## src/rtl/chunk_loader.sv

```systemverilog
// rtl/chunk_loader.sv - buffers message words into 16-word chunks with MD5-style padding and length for the cruncher
// Optional feature: define CHUNK_LOADER_CNT_EN to count issued chunks on chunk_count.
module chunk_loader (
  input  logic        clk,
  input  logic        reset,
  input  logic        in_valid,
  output logic        in_ready,
  input  logic [31:0] in_data,
  input  logic        in_last,
  input  logic [1:0]  in_nbytes,
  output logic        crunch_start,
  input  logic        crunch_done,
  input  logic [3:0]  gaddr,
  output logic [31:0] mdata,
  output logic        msg_done,
  output logic [15:0] chunk_count
);

  typedef enum logic [2:0] {
    S_FILL,
    S_PAD,
    S_LEN,
    S_START,
    S_WAIT,
    S_BUSY,
    S_DONE
  } state_t;

  state_t      r_state;
  logic [31:0] r_buf [16];
  logic [3:0]  r_widx;
  logic [63:0] r_bitlen;
  logic        r_pad_done;
  logic        r_final;
  logic        r_last_seen;
  logic        r_in_ready;
  logic        r_crunch_start;
  logic        r_msg_done;

  logic        w_wrap;
  logic [5:0]  w_add_bits;
  logic [31:0] w_store_word;

  // A write at index 15 fills the chunk, so the index wraps and the chunk is ready.
  assign w_wrap = (r_widx == 4'd15);

  // A short final word contributes 8 bits per valid byte; every other word is 32 bits.
  assign w_add_bits = (in_last && (in_nbytes != 2'd0)) ? 6'({in_nbytes, 3'b000}) : 6'd32;

  // Short final word: keep valid bytes, place the 0x80 marker right after them, clear the rest.
  always_comb begin
    w_store_word = in_data;
    if (in_last) begin
      case (in_nbytes)
        2'd1:    w_store_word = {16'h0000, 8'h80, in_data[7:0]};
        2'd2:    w_store_word = {8'h00, 8'h80, in_data[15:0]};
        2'd3:    w_store_word = {8'h80, in_data[23:0]};
        default: w_store_word = in_data;
      endcase
    end
  end

  // Loader FSM: fill, pad, append length, hand the chunk to the cruncher and wait for it.
  always_ff @(posedge clk) begin
    if (reset) begin
      r_state        <= S_FILL;
      r_widx         <= 4'd0;
      r_bitlen       <= 64'd0;
      r_pad_done     <= 1'b0;
      r_final        <= 1'b0;
      r_last_seen    <= 1'b0;
      r_in_ready     <= 1'b1;
      r_crunch_start <= 1'b0;
      r_msg_done     <= 1'b0;
    end else begin
      r_crunch_start <= 1'b0;
      case (r_state)
        S_FILL: begin
          if (in_valid) begin
            r_buf[r_widx] <= w_store_word;
            r_bitlen      <= r_bitlen + 64'(w_add_bits);
            r_widx        <= r_widx + 4'd1;
            if (in_last) begin
              r_last_seen <= 1'b1;
              if (in_nbytes != 2'd0) r_pad_done <= 1'b1;
            end
            if (w_wrap) begin
              r_state        <= S_START;
              r_crunch_start <= 1'b1;
              r_in_ready     <= 1'b0;
            end else if (in_last) begin
              r_state    <= S_PAD;
              r_in_ready <= 1'b0;
            end
          end
        end
        S_PAD: begin
          // Once the marker is in and only the length slots remain, switch to LEN.
          if (r_pad_done && (r_widx == 4'd14)) begin
            r_state <= S_LEN;
          end else begin
            r_buf[r_widx] <= r_pad_done ? 32'h0000_0000 : 32'h0000_0080;
            r_pad_done    <= 1'b1;
            r_widx        <= r_widx + 4'd1;
            if (w_wrap) begin
              r_state        <= S_START;
              r_crunch_start <= 1'b1;
            end
          end
        end
        S_LEN: begin
          r_buf[r_widx] <= (r_widx == 4'd14) ? r_bitlen[31:0] : r_bitlen[63:32];
          r_widx        <= r_widx + 4'd1;
          if (w_wrap) begin
            r_final        <= 1'b1;
            r_state        <= S_START;
            r_crunch_start <= 1'b1;
          end
        end
        S_START: r_state <= S_WAIT;
        // crunch_done may still be high from the previous chunk here, so it is not looked at.
        S_WAIT:  r_state <= S_BUSY;
        S_BUSY: begin
          if (crunch_done) begin
            r_widx <= 4'd0;
            if (r_final) begin
              r_state    <= S_DONE;
              r_msg_done <= 1'b1;
            end else if (r_last_seen) begin
              r_state <= S_PAD;
            end else begin
              r_state    <= S_FILL;
              r_in_ready <= 1'b1;
            end
          end
        end
        S_DONE:  r_state <= S_DONE;
        default: r_state <= S_FILL;
      endcase
    end
  end

  assign in_ready     = r_in_ready;
  assign crunch_start = r_crunch_start;
  assign msg_done     = r_msg_done;
  assign mdata        = r_buf[gaddr];

`ifdef CHUNK_LOADER_CNT_EN
  logic [15:0] r_chunk_count;

  // Count every start pulse handed to the cruncher, wrapping at 16 bits.
  always_ff @(posedge clk) begin
    if (reset) r_chunk_count <= 16'd0;
    else if (r_crunch_start) r_chunk_count <= r_chunk_count + 16'd1;
  end

  assign chunk_count = r_chunk_count;
`else
  assign chunk_count = 16'd0;
`endif

endmodule

```

## config.mk

```make
export PLATFORM = sky130hd
export DESIGN_NAME = chunk_loader
export DESIGN_NICKNAME = d
export VERILOG_FILES = /design/src/rtl/chunk_loader.sv
export SDC_FILE = /design/constraint.sdc
export NUM_CORES = 1
export LEC_CHECK = 0
export CORE_UTILIZATION = 50
export CTS_CLUSTER_DIAMETER = 30
export CTS_CLUSTER_SIZE = 30
export DETAILED_ROUTE_END_ITERATION = 10
export HOLD_SLACK_MARGIN = 0.05
export PLACE_DENSITY = 0.68
export REMOVE_ABC_BUFFERS = 1
export SLEW_MARGIN = 10
export SYNTH_ARGS = -nofsm -noshare
export SYNTH_HDL_FRONTEND = slang
export SYNTH_SLANG_ARGS = --single-unit
```

## constraint.sdc

```tcl
create_clock -name clk -period 4.1 [get_ports clk]
set_input_delay 0.615 -clock clk [delete_from_list [all_inputs] [get_ports clk]]
set_output_delay 0.615 -clock clk [all_outputs]
set_load 0.05 [all_outputs]
```

# Word-level counts from Yosys, hierarchy flattened
# Memory sizes are Yosys's and may differ from the RTL's.
# Cells that the tools add are included.
[totals] register_bits=77 latchBits=0 ram_bits=512 romBits=0 input_bits=43 output_inout_bits=51 n_memories=1
[op_classes] n_addsub=2 multipliers=0 div=0 n_lt_le_gt_ge=0 eq_ne=19 shifts=0 muxes=47 bitwise_logic=2 n_reduce_logical=15
[mem_list] memory="r_buf" depth=16 width=32 rd=1 rd_clocked_by_memory_dff=0 write_ports=1 line="30" source="logic [31:0] r_buf [16];"
[op_table] cell="32-bit 2-to-1 mux" n=4
[op_table] cell="32-bit case mux with 3 select lines" n=1
[op_table] cell="64-bit by 6-bit adder with 64-bit output" n=1
[op_table] cell="1-bit 2-to-1 mux" n=25
[op_table] cell="3-bit 2-to-1 mux" n=7
[op_table] cell="3-bit case mux with 7 select lines" n=1
[op_table] cell="4-bit case mux with 4 select lines" n=1
[op_table] cell="2-bit != test, second input constant" n=7
[op_table] cell="4-bit 2-to-1 mux" n=3
[op_table] cell="3-bit equality test, second input constant" n=3
[op_table] cell="3-bit AND reduction" n=3
[op_table] cell="4-bit equality test, second input constant" n=2
[op_table] cell="8-bit 2-to-1 mux" n=1
[op_table] cell="3-bit by 2-bit equality test with 1-bit output, second input constant" n=2
[op_table] cell="6-bit 2-to-1 mux" n=1
[op_table] cell="6-bit AND reduction" n=1
[op_table] cell="2-bit nonzero test" n=3
[op_table] cell="5-bit AND reduction" n=1
[op_table] cell="4-bit by 1-bit adder with 4-bit output, second input constant" n=1
[op_table] cell="2-bit equality test, second input constant" n=2
[op_table] cell="1-bit case mux with 2 select lines" n=2
[op_table] cell="2-bit AND reduction" n=2
[op_table] cell="4-bit AND reduction" n=1
[op_table] cell="4-bit nonzero test" n=1
[op_table] cell="7 further kinds" n=9

# Logic depth before layout (Yosys ltp)
# Gate-level depths: netlist of run 1.
[logic_depth] word_depth=8 mapped_depth=10 depth_no_buf=9

# Worst setup path before layout of run 1
# OpenSTA, ideal clock, no wires.
[synth_path] path_kind="input-to-output" startpoint="input port gaddr[0]" endpoint="output port mdata[11]" arrival_ns=2.615 required_ns=3.485 setup_slack_ns=0.870 cell_stages=4 path_cell_list="buf_2 > buf_1 > mux4_2 > mux4_2"
[synth_between] elab_chain_cells=1
[synth_rtl] item="from (decl)" line="13" source="input logic [3:0] gaddr,"
[synth_rtl] item="memory read 16 x 32 bit"
[synth_rtl] item="to (decl)" line="14" source="output logic [31:0] mdata,"
# No other way between the ends.

# Worst setup path after layout of run 1
[layout_path] startpoint="input port gaddr[0]" endpoint="output port mdata[3]"
# The elaborated chain is that of the path after synthesis.

==> metrics.cfg, run 1 <==
[critical_path]
critical_path.top_delay_family=buffers and inverters
crit_path_max_fanout=22
worst-endpoint-arrival_ps=2980
critical_path.endpoint_type=output pin
crit_required_ps=3480
r2r.worst_path.cells=8
critical_path.max_stage_delay_ps=720
critical_path_buf_inv_count=3
worst_path_cell_trace=clkbuf_8 > buf_12 > mux4_2 > mux4_2 > clkdlybuf4s50_1
reg2reg_to=r_buf[1][12]
critPathSlowestCell=sky130_fd_sc_hd__clkdlybuf4s50_1
reg2reg_setup_slack_ps=870
timing.rr.start=r_widx[0]
cp_launch_type=primary input
criticalPathCategory=primary input to output pin
critical-path-top-cell-by-count=sky130_fd_sc_hd__mux4_2

[cts]
cts_sinks=586
cts_tree=yes
worst_skew_pair.late_latency_ps=660
ctsRootBufferMaster=sky130_fd_sc_hd__clkbuf_16
clk_pin_slew_worst_paths_ps=50
cts.path.max_buffers=3
clock_h_tree_levels=3
resize_count_post_cts=0
post_cts_buffers=0
holdBufCountCts=0
cts_buffers=112

[yosys]
yosys-top-cells-count=sky130_fd_sc_hd__edfxtp_1 (512), sky130_fd_sc_hd__mux4_2 (160), sky130_fd_sc_hd__dfxtp_1 (74), sky130_fd_sc_hd__nor2_1 (74), sky130_fd_sc_hd__o21ai_0 (51)
yosys.cell_count.top_type=sky130_fd_sc_hd__edfxtp_1
yosys_warnings=0
synth_enable_flop_cells=512
netlist.area_leader.share_pct=64.6
top_area_cells_in_the_synthesized_netlist=sky130_fd_sc_hd__edfxtp_1 (65%), sky130_fd_sc_hd__mux4_2 (15%), sky130_fd_sc_hd__dfxtp_1 (6.2%)
distinct_cell_type_count_after_synthesis=54
synth_sequential_area_ratio_pct=70.8
synth_async_sr_flop_share_pct=0
syn-mean-instance-area_um2=18.1
netlist_area_mm2=0.0238
synthDominantAreaCellType=sky130_fd_sc_hd__edfxtp_1
netlist_instances=1314
yosys_register_bits=586
ys.flop_type=sky130_fd_sc_hd__edfxtp_1

[pwr]
leakage_nw=10.0
peakVddDrop_mv=0.405
power-per-cell-area_mw_per_mm2=572

[timing]
finalWorstSetupSlack_ps=509
layout_worst_path_cycle_share_pct=87.6
fmax_mhz=278
drv_slew=0
fin_tns_setup_ps=0
finalCriticalPeriod_ps=3590
rsz0062_at_grt=false
worst_slew_margin_rel_pct=21.3
finalClockSkew_ps=36.5
hold_viol_final=0
setup_violations=0
tightest_slew_ps=1180

[hold_path]
min-delay-path-class=primary input to register
whs_path_depth=2
worst_hold_path.endpoint=r_widx[1]
hold_path.startpoint=reset

[final_layout]
fill_cells=3212
multiInputGateArea_mm2=0.00663
num_antenna_cells=0
nets=1571
ratio_of_cells_with_drive_above_1_in_the_final_layout_pct=29.6
seqCellArea_mm2=0.0169
signed_area_change_from_the_synthesized_netlist_to_the_final_layout_pct=25.0
postLayoutCellArea_mm2=0.0297

[die]
die-height_um=220
core.rowCount=79
fp.dieArea_mm2=0.0485
design.core.area_mm2=0.0468
dieWidth_um=220
starting_density_of_the_core_pct=50.9
design.portCount=94

[run_status]
run_status=complete, but fails checks
failed_checks=design-rule violations

[routing]
vias=13412
first_iter_violations=1335
wl_per_cell_um=25.7
drt-vias-per-instance=6.03
drt_first_pass_iters=10
wirelength_um=57100
drt_drc_violations_left=10
route.antenna.remaining_nets=0

[grt]
grt_pass1_vias=13588
first_pass_grt_wire_length_um=84900
global_route.overflow_total=0
pin_count_of_the_biggest_net_entering_global_routing=75
grtUsageTotal_pct=24.3
antenna_found_initial=0

[placement]
place.gp.congestion=0.880
placedInstanceArea_mm2=0.0257
dpl_worst_slack_ps=452
place.detailed.hpwl_um=32600
place.port_buffers=77

[run]
drv_cap=0

[layer usage]
metal  routed length, um  track usage [%]  vias up  part of all wire, %
met5                   0                0        -                    0
li1                    -                -     5761                    -
met4                1210             8.14        0                  2.1
met1               24100             34.3     7001                   42
met3                3910             4.29       94                  6.8
met2               27900             38.7      556                   49
[layout make-up]
| type | count | share of cell area (%) |
|---|---|---|
| multi-input cells | 653 | 22.3 |
| flip-flops and latches | 586 | 56.7 |
| clock inverters | 93 | 3.88 |
| inverters | 14 | 0.177 |
| repair buffers | 152 | 4.89 |
| well taps | 607 | 2.55 |
| clock buffers | 120 | 9.56 |
[worst max path at each step]
stage,start,endpoint,slack [ps],cells past startpoint
3_3_place_gp,gaddr[0],mdata[5],470,5
6_report,gaddr[0],mdata[3],510,5
5_1_grt,gaddr[0],mdata[0],390,5
4_1_cts,gaddr[0],mdata[5],450,5
2_1_floorplan,r_widx[0],r_buf[14][0],240,4
3_5_place_dp,gaddr[0],mdata[5],450,5
[report_power, final]
group,internal (mW),leakage [nW],switching (mW)
clock,6.25,1.88,3.26
combinational,0.344,2.89,0.540
sequential,6.59,5.25,0.0219
[cells by family after synthesis]
family / count (synthesis) / share of synthesized area, %
flip-flops: 586 / 70.8
AND/OR/NAND/NOR: 281 / 6.21
multiplexers: 188 / 16.3
AO/OA/AOI/OAI: 120 / 2.95
buffers and inverters: 90 / 1.75
XOR/XNOR: 39 / 1.43
adder cells (fa/ha/maj): 9 / 0.505
other: 1 / 0.0158
[state kept, by name, summed over array words and instances (netlist names)]
register      cells
r_state           3
r_last_seen       1
r_buf           512
r_final           1
r_pad_done        1
in_ready          1
r_bitlen         61
r_widx            4
crunch_start      1
msg_done          1
[cells in the final DEF (no fill, tap or decap), types with 13 or more instances in the layout]
cell | Yosys | routed
sky130_fd_sc_hd__edfxtp_1 | 512 | 512
sky130_fd_sc_hd__mux4_2 | 160 | 160
sky130_fd_sc_hd__clkbuf_16 | 0 | 112
sky130_fd_sc_hd__dfxtp_1 | 74 | 74
sky130_fd_sc_hd__buf_4 | 18 | 74
sky130_fd_sc_hd__nor2_1 | 74 | 72
sky130_fd_sc_hd__clkdlybuf4s50_1 | 0 | 61
sky130_fd_sc_hd__o21ai_0 | 51 | 51
sky130_fd_sc_hd__nand2_1 | 50 | 50
sky130_fd_sc_hd__a21oi_1 | 37 | 37
sky130_fd_sc_hd__xor2_1 | 28 | 28
sky130_fd_sc_hd__nand4_1 | 28 | 28
sky130_fd_sc_hd__mux2i_1 | 26 | 26
sky130_fd_sc_hd__nand3_1 | 27 | 26
sky130_fd_sc_hd__inv_6 | 0 | 25
sky130_fd_sc_hd__clkinvlp_4 | 0 | 23
sky130_fd_sc_hd__or3_1 | 19 | 19
sky130_fd_sc_hd__bufinv_16 | 0 | 18
sky130_fd_sc_hd__conb_1 | 1 | 16
sky130_fd_sc_hd__inv_1 | 14 | 14
sky130_fd_sc_hd__and2_2 | 0 | 14
sky130_fd_sc_hd__nor3_1 | 13 | 13
sky130_fd_sc_hd__buf_12 | 0 | 13
[per-stage QoR]
stage | power, mW | hold slack [ps] | util, % | std cells
4_1_cts | 17.1 | 192 | 63.6 | 2225
6_report | 17.0 | 217 | 63.6 | 2225
3_5_place_dp | 7.61 | 479 | 55.1 | 2012
3_3_place_gp | 7.60 | 467 | 55.1 | 2012
5_1_grt | 17.5 | 213 | 63.6 | 2225
2_1_floorplan | 7.22 | 447 | - | 1253
[worst register-to-register path, cell delays in order, from the launching register on]
cell and delay [ps]:
sky130_fd_sc_hd__dfxtp_1 420, sky130_fd_sc_hd__inv_1 100, sky130_fd_sc_hd__ha_1 270, sky130_fd_sc_hd__and4_1 280, sky130_fd_sc_hd__o21a_1 220, sky130_fd_sc_hd__nand2b_1 320
sky130_fd_sc_hd__nor3_1 360, sky130_fd_sc_hd__and2_2 570, sky130_fd_sc_hd__buf_4 380
Note: power is estimated with default switching activity, not from simulation.
==> inputs of run 2 (changes only) <==
--- a/config.mk
+++ b/config.mk
@@ -6,7 +6,6 @@
 export NUM_CORES = 1
 export LEC_CHECK = 0
 export CORE_UTILIZATION = 50
-export CTS_CLUSTER_DIAMETER = 30
 export CTS_CLUSTER_SIZE = 30
 export DETAILED_ROUTE_END_ITERATION = 10
 export HOLD_SLACK_MARGIN = 0.05
==> run 2 against run 1 <==
Against the previous run:
- the flow still finishes with violations (design-rule violations)
- clock-buffer cell count down 47
- maximum frequency up 0.15%
- total power down 25%
- wire length down 3.4%
- clock skew down 18 ps
- cell count down 4.7%
- via count down 4.1%
- sequential power about the same
==> metrics.cfg, run 2 (synthesis gave the netlist of run 1 again) <==
[final_layout]
mostFrequentLayoutCell=sky130_fd_sc_hd__edfxtp_1
register_with_the_most_flip_flops=r_buf
reg_top3=r_buf: 512 flops, r_bitlen: 61 flops, r_widx: 4 flops
ratio_of_cells_with_drive_above_1_in_the_final_layout_pct=24.1
num_antenna_cells=0
layout.cells.most_common_list=sky130_fd_sc_hd__edfxtp_1 (512), sky130_fd_sc_hd__mux4_2 (160), sky130_fd_sc_hd__dfxtp_1 (74), sky130_fd_sc_hd__buf_4 (74), sky130_fd_sc_hd__nor2_1 (72)
instances_no_fill=2121
nets=1517
signed_area_change_from_the_synthesized_netlist_to_the_final_layout_pct=16.1
largest_register_ffs=512

[hold_path]
worst_hold_path.endpoint=r_widx[0]
hold_path.startpoint=reset
min-delay-path-class=primary input to register
whs_path_depth=2

[die]
starting_density_of_the_core_pct=50.9
core.rowCount=79
die-height_um=220
dieWidth_um=220
design.portCount=94
design.core.area_mm2=0.0468
fp.dieArea_mm2=0.0485

[timing]
tightest_slew_ps=1250
setup_violations=0
fmax_mhz=279
drv_slew=0
layout_worst_path_cycle_share_pct=87.5
worst_slew_margin_rel_pct=16.4
rsz0062_at_grt=false
finalCriticalPeriod_ps=3590
fin_tns_setup_ps=0
finalClockSkew_ps=19.0
hold_viol_final=0

[critical_path]
critical_path.endpoint_type=output pin
worst_path_cell_trace=clkbuf_8 > buf_12 > mux4_2 > mux4_2 > clkdlybuf4s50_1
reg2reg_setup_slack_ps=890
criticalPathCategory=primary input to output pin
crit_path_max_fanout=22
crit_required_ps=3480
reg2reg_to=r_buf[1][0]
timing.rr.start=r_widx[0]
r2r.worst_path.cells=8
critPathSlowestCell=sky130_fd_sc_hd__clkdlybuf4s50_1
worst-endpoint-arrival_ps=2970
cp_launch_type=primary input
critical-path-top-cell-by-count=sky130_fd_sc_hd__mux4_2
critical_path.max_stage_delay_ps=720

[cts]
worst_skew_pair.late_latency_ps=610
cts_sinks=586
cts_tree=yes
holdBufCountCts=0
clock_h_tree_levels=2
post_cts_buffers=0
clk_pin_slew_worst_paths_ps=60
resize_count_post_cts=0
cts.path.max_buffers=3
cts_buffers=58
ctsRootBufferMaster=sky130_fd_sc_hd__clkbuf_16

[grt]
grtUsageTotal_pct=23.4
global_route_met3_usage_pct=3.48
pin_count_of_the_biggest_net_entering_global_routing=75
globalRouteMet1Util_pct=34.2
grt_pass1_vias=12815
antenna_found_initial=0
first_pass_grt_wire_length_um=81700
global_route.overflow_total=0
use_met2_pct=37.0
grt_busiest_layer=met2

[routing]
route.antenna.remaining_nets=0
wl_per_cell_um=26.0
drt-vias-per-instance=6.07
wirelength_um=55200
first_iter_violations=1257
vias=12868
drt_first_pass_iters=10
drt_drc_violations_left=10

[run_status]
failed_checks=design-rule violations
run_status=complete, but fails checks

[run]
drv_cap=0

[pwr]
leakage_nw=9.05
peakVddDrop_mv=0.382
power-per-cell-area_mw_per_mm2=460

[placement]
place.gp.congestion=0.880
place.port_buffers=77
placedCellCount=2012
place.detailed.hpwl_um=32600

[run 2: cell type report]
class | instances | area (um^2)
Fill cell | 3486 | 19100
Timing Repair Buffer | 152 | 1460
Inverter | 14 | 52.6
Multi-Input combinational cell | 653 | 6630
Clock inverter | 36 | 334
Sequential cell | 586 | 16900
Clock buffer | 73 | 1550
Tap cell | 607 | 759
[run 2: through the flow]
stage / area, um^2 / worst slack [ps] / utilization (%) / hold slack, ps / power (mW)
2_1_floorplan: 23500 / 242 / - / 447 / 7.22
3_3_place_gp: 25700 / 470 / 55.1 / 467 / 7.60
3_5_place_dp: 25700 / 452 / 55.1 / 479 / 7.61
4_1_cts: 27600 / 447 / 59.1 / 213 / 12.8
5_1_grt: 27600 / 393 / 59.1 / 230 / 13.1
6_report: 27600 / 514 / 59.1 / 239 / 12.7
[run 2: metal layers]
layer,up-vias,share of wire (%)
li1,5597,-
met1,6696,42
met2,497,49
met3,78,7.2
met4,0,2.0
met5,-,0
[run 2: worst max-delay path by stage]
stage | from | endpoint | slack [ps] | cells after the start
global placement | gaddr[0] | mdata[5] | 470 | 5
global route | gaddr[0] | mdata[0] | 390 | 5
detailed placement | gaddr[0] | mdata[5] | 450 | 5
floorplan | r_widx[0] | r_buf[14][0] | 240 | 4
finish | gaddr[0] | mdata[5] | 510 | 5
CTS | gaddr[0] | mdata[5] | 450 | 5
[run 2: power by group]
| group | leakage (nW) | switching, mW | total [mW] | internal [mW] |
|---|---|---|---|---|
| logic | 2.89 | 0.535 | 0.879 | 0.344 |
| clock network | 0.908 | 2.23 | 5.22 | 3.00 |
| registers | 5.25 | 0.0208 | 6.60 | 6.58 |
| total | 9.05 | 2.78 | 12.7 | 9.92 |
[run 2: worst max-delay path, delay by kind of cell]
kind | cells | cell delay (ps)
buffers and inverters | 3 | 1280
muxes | 2 | 1030
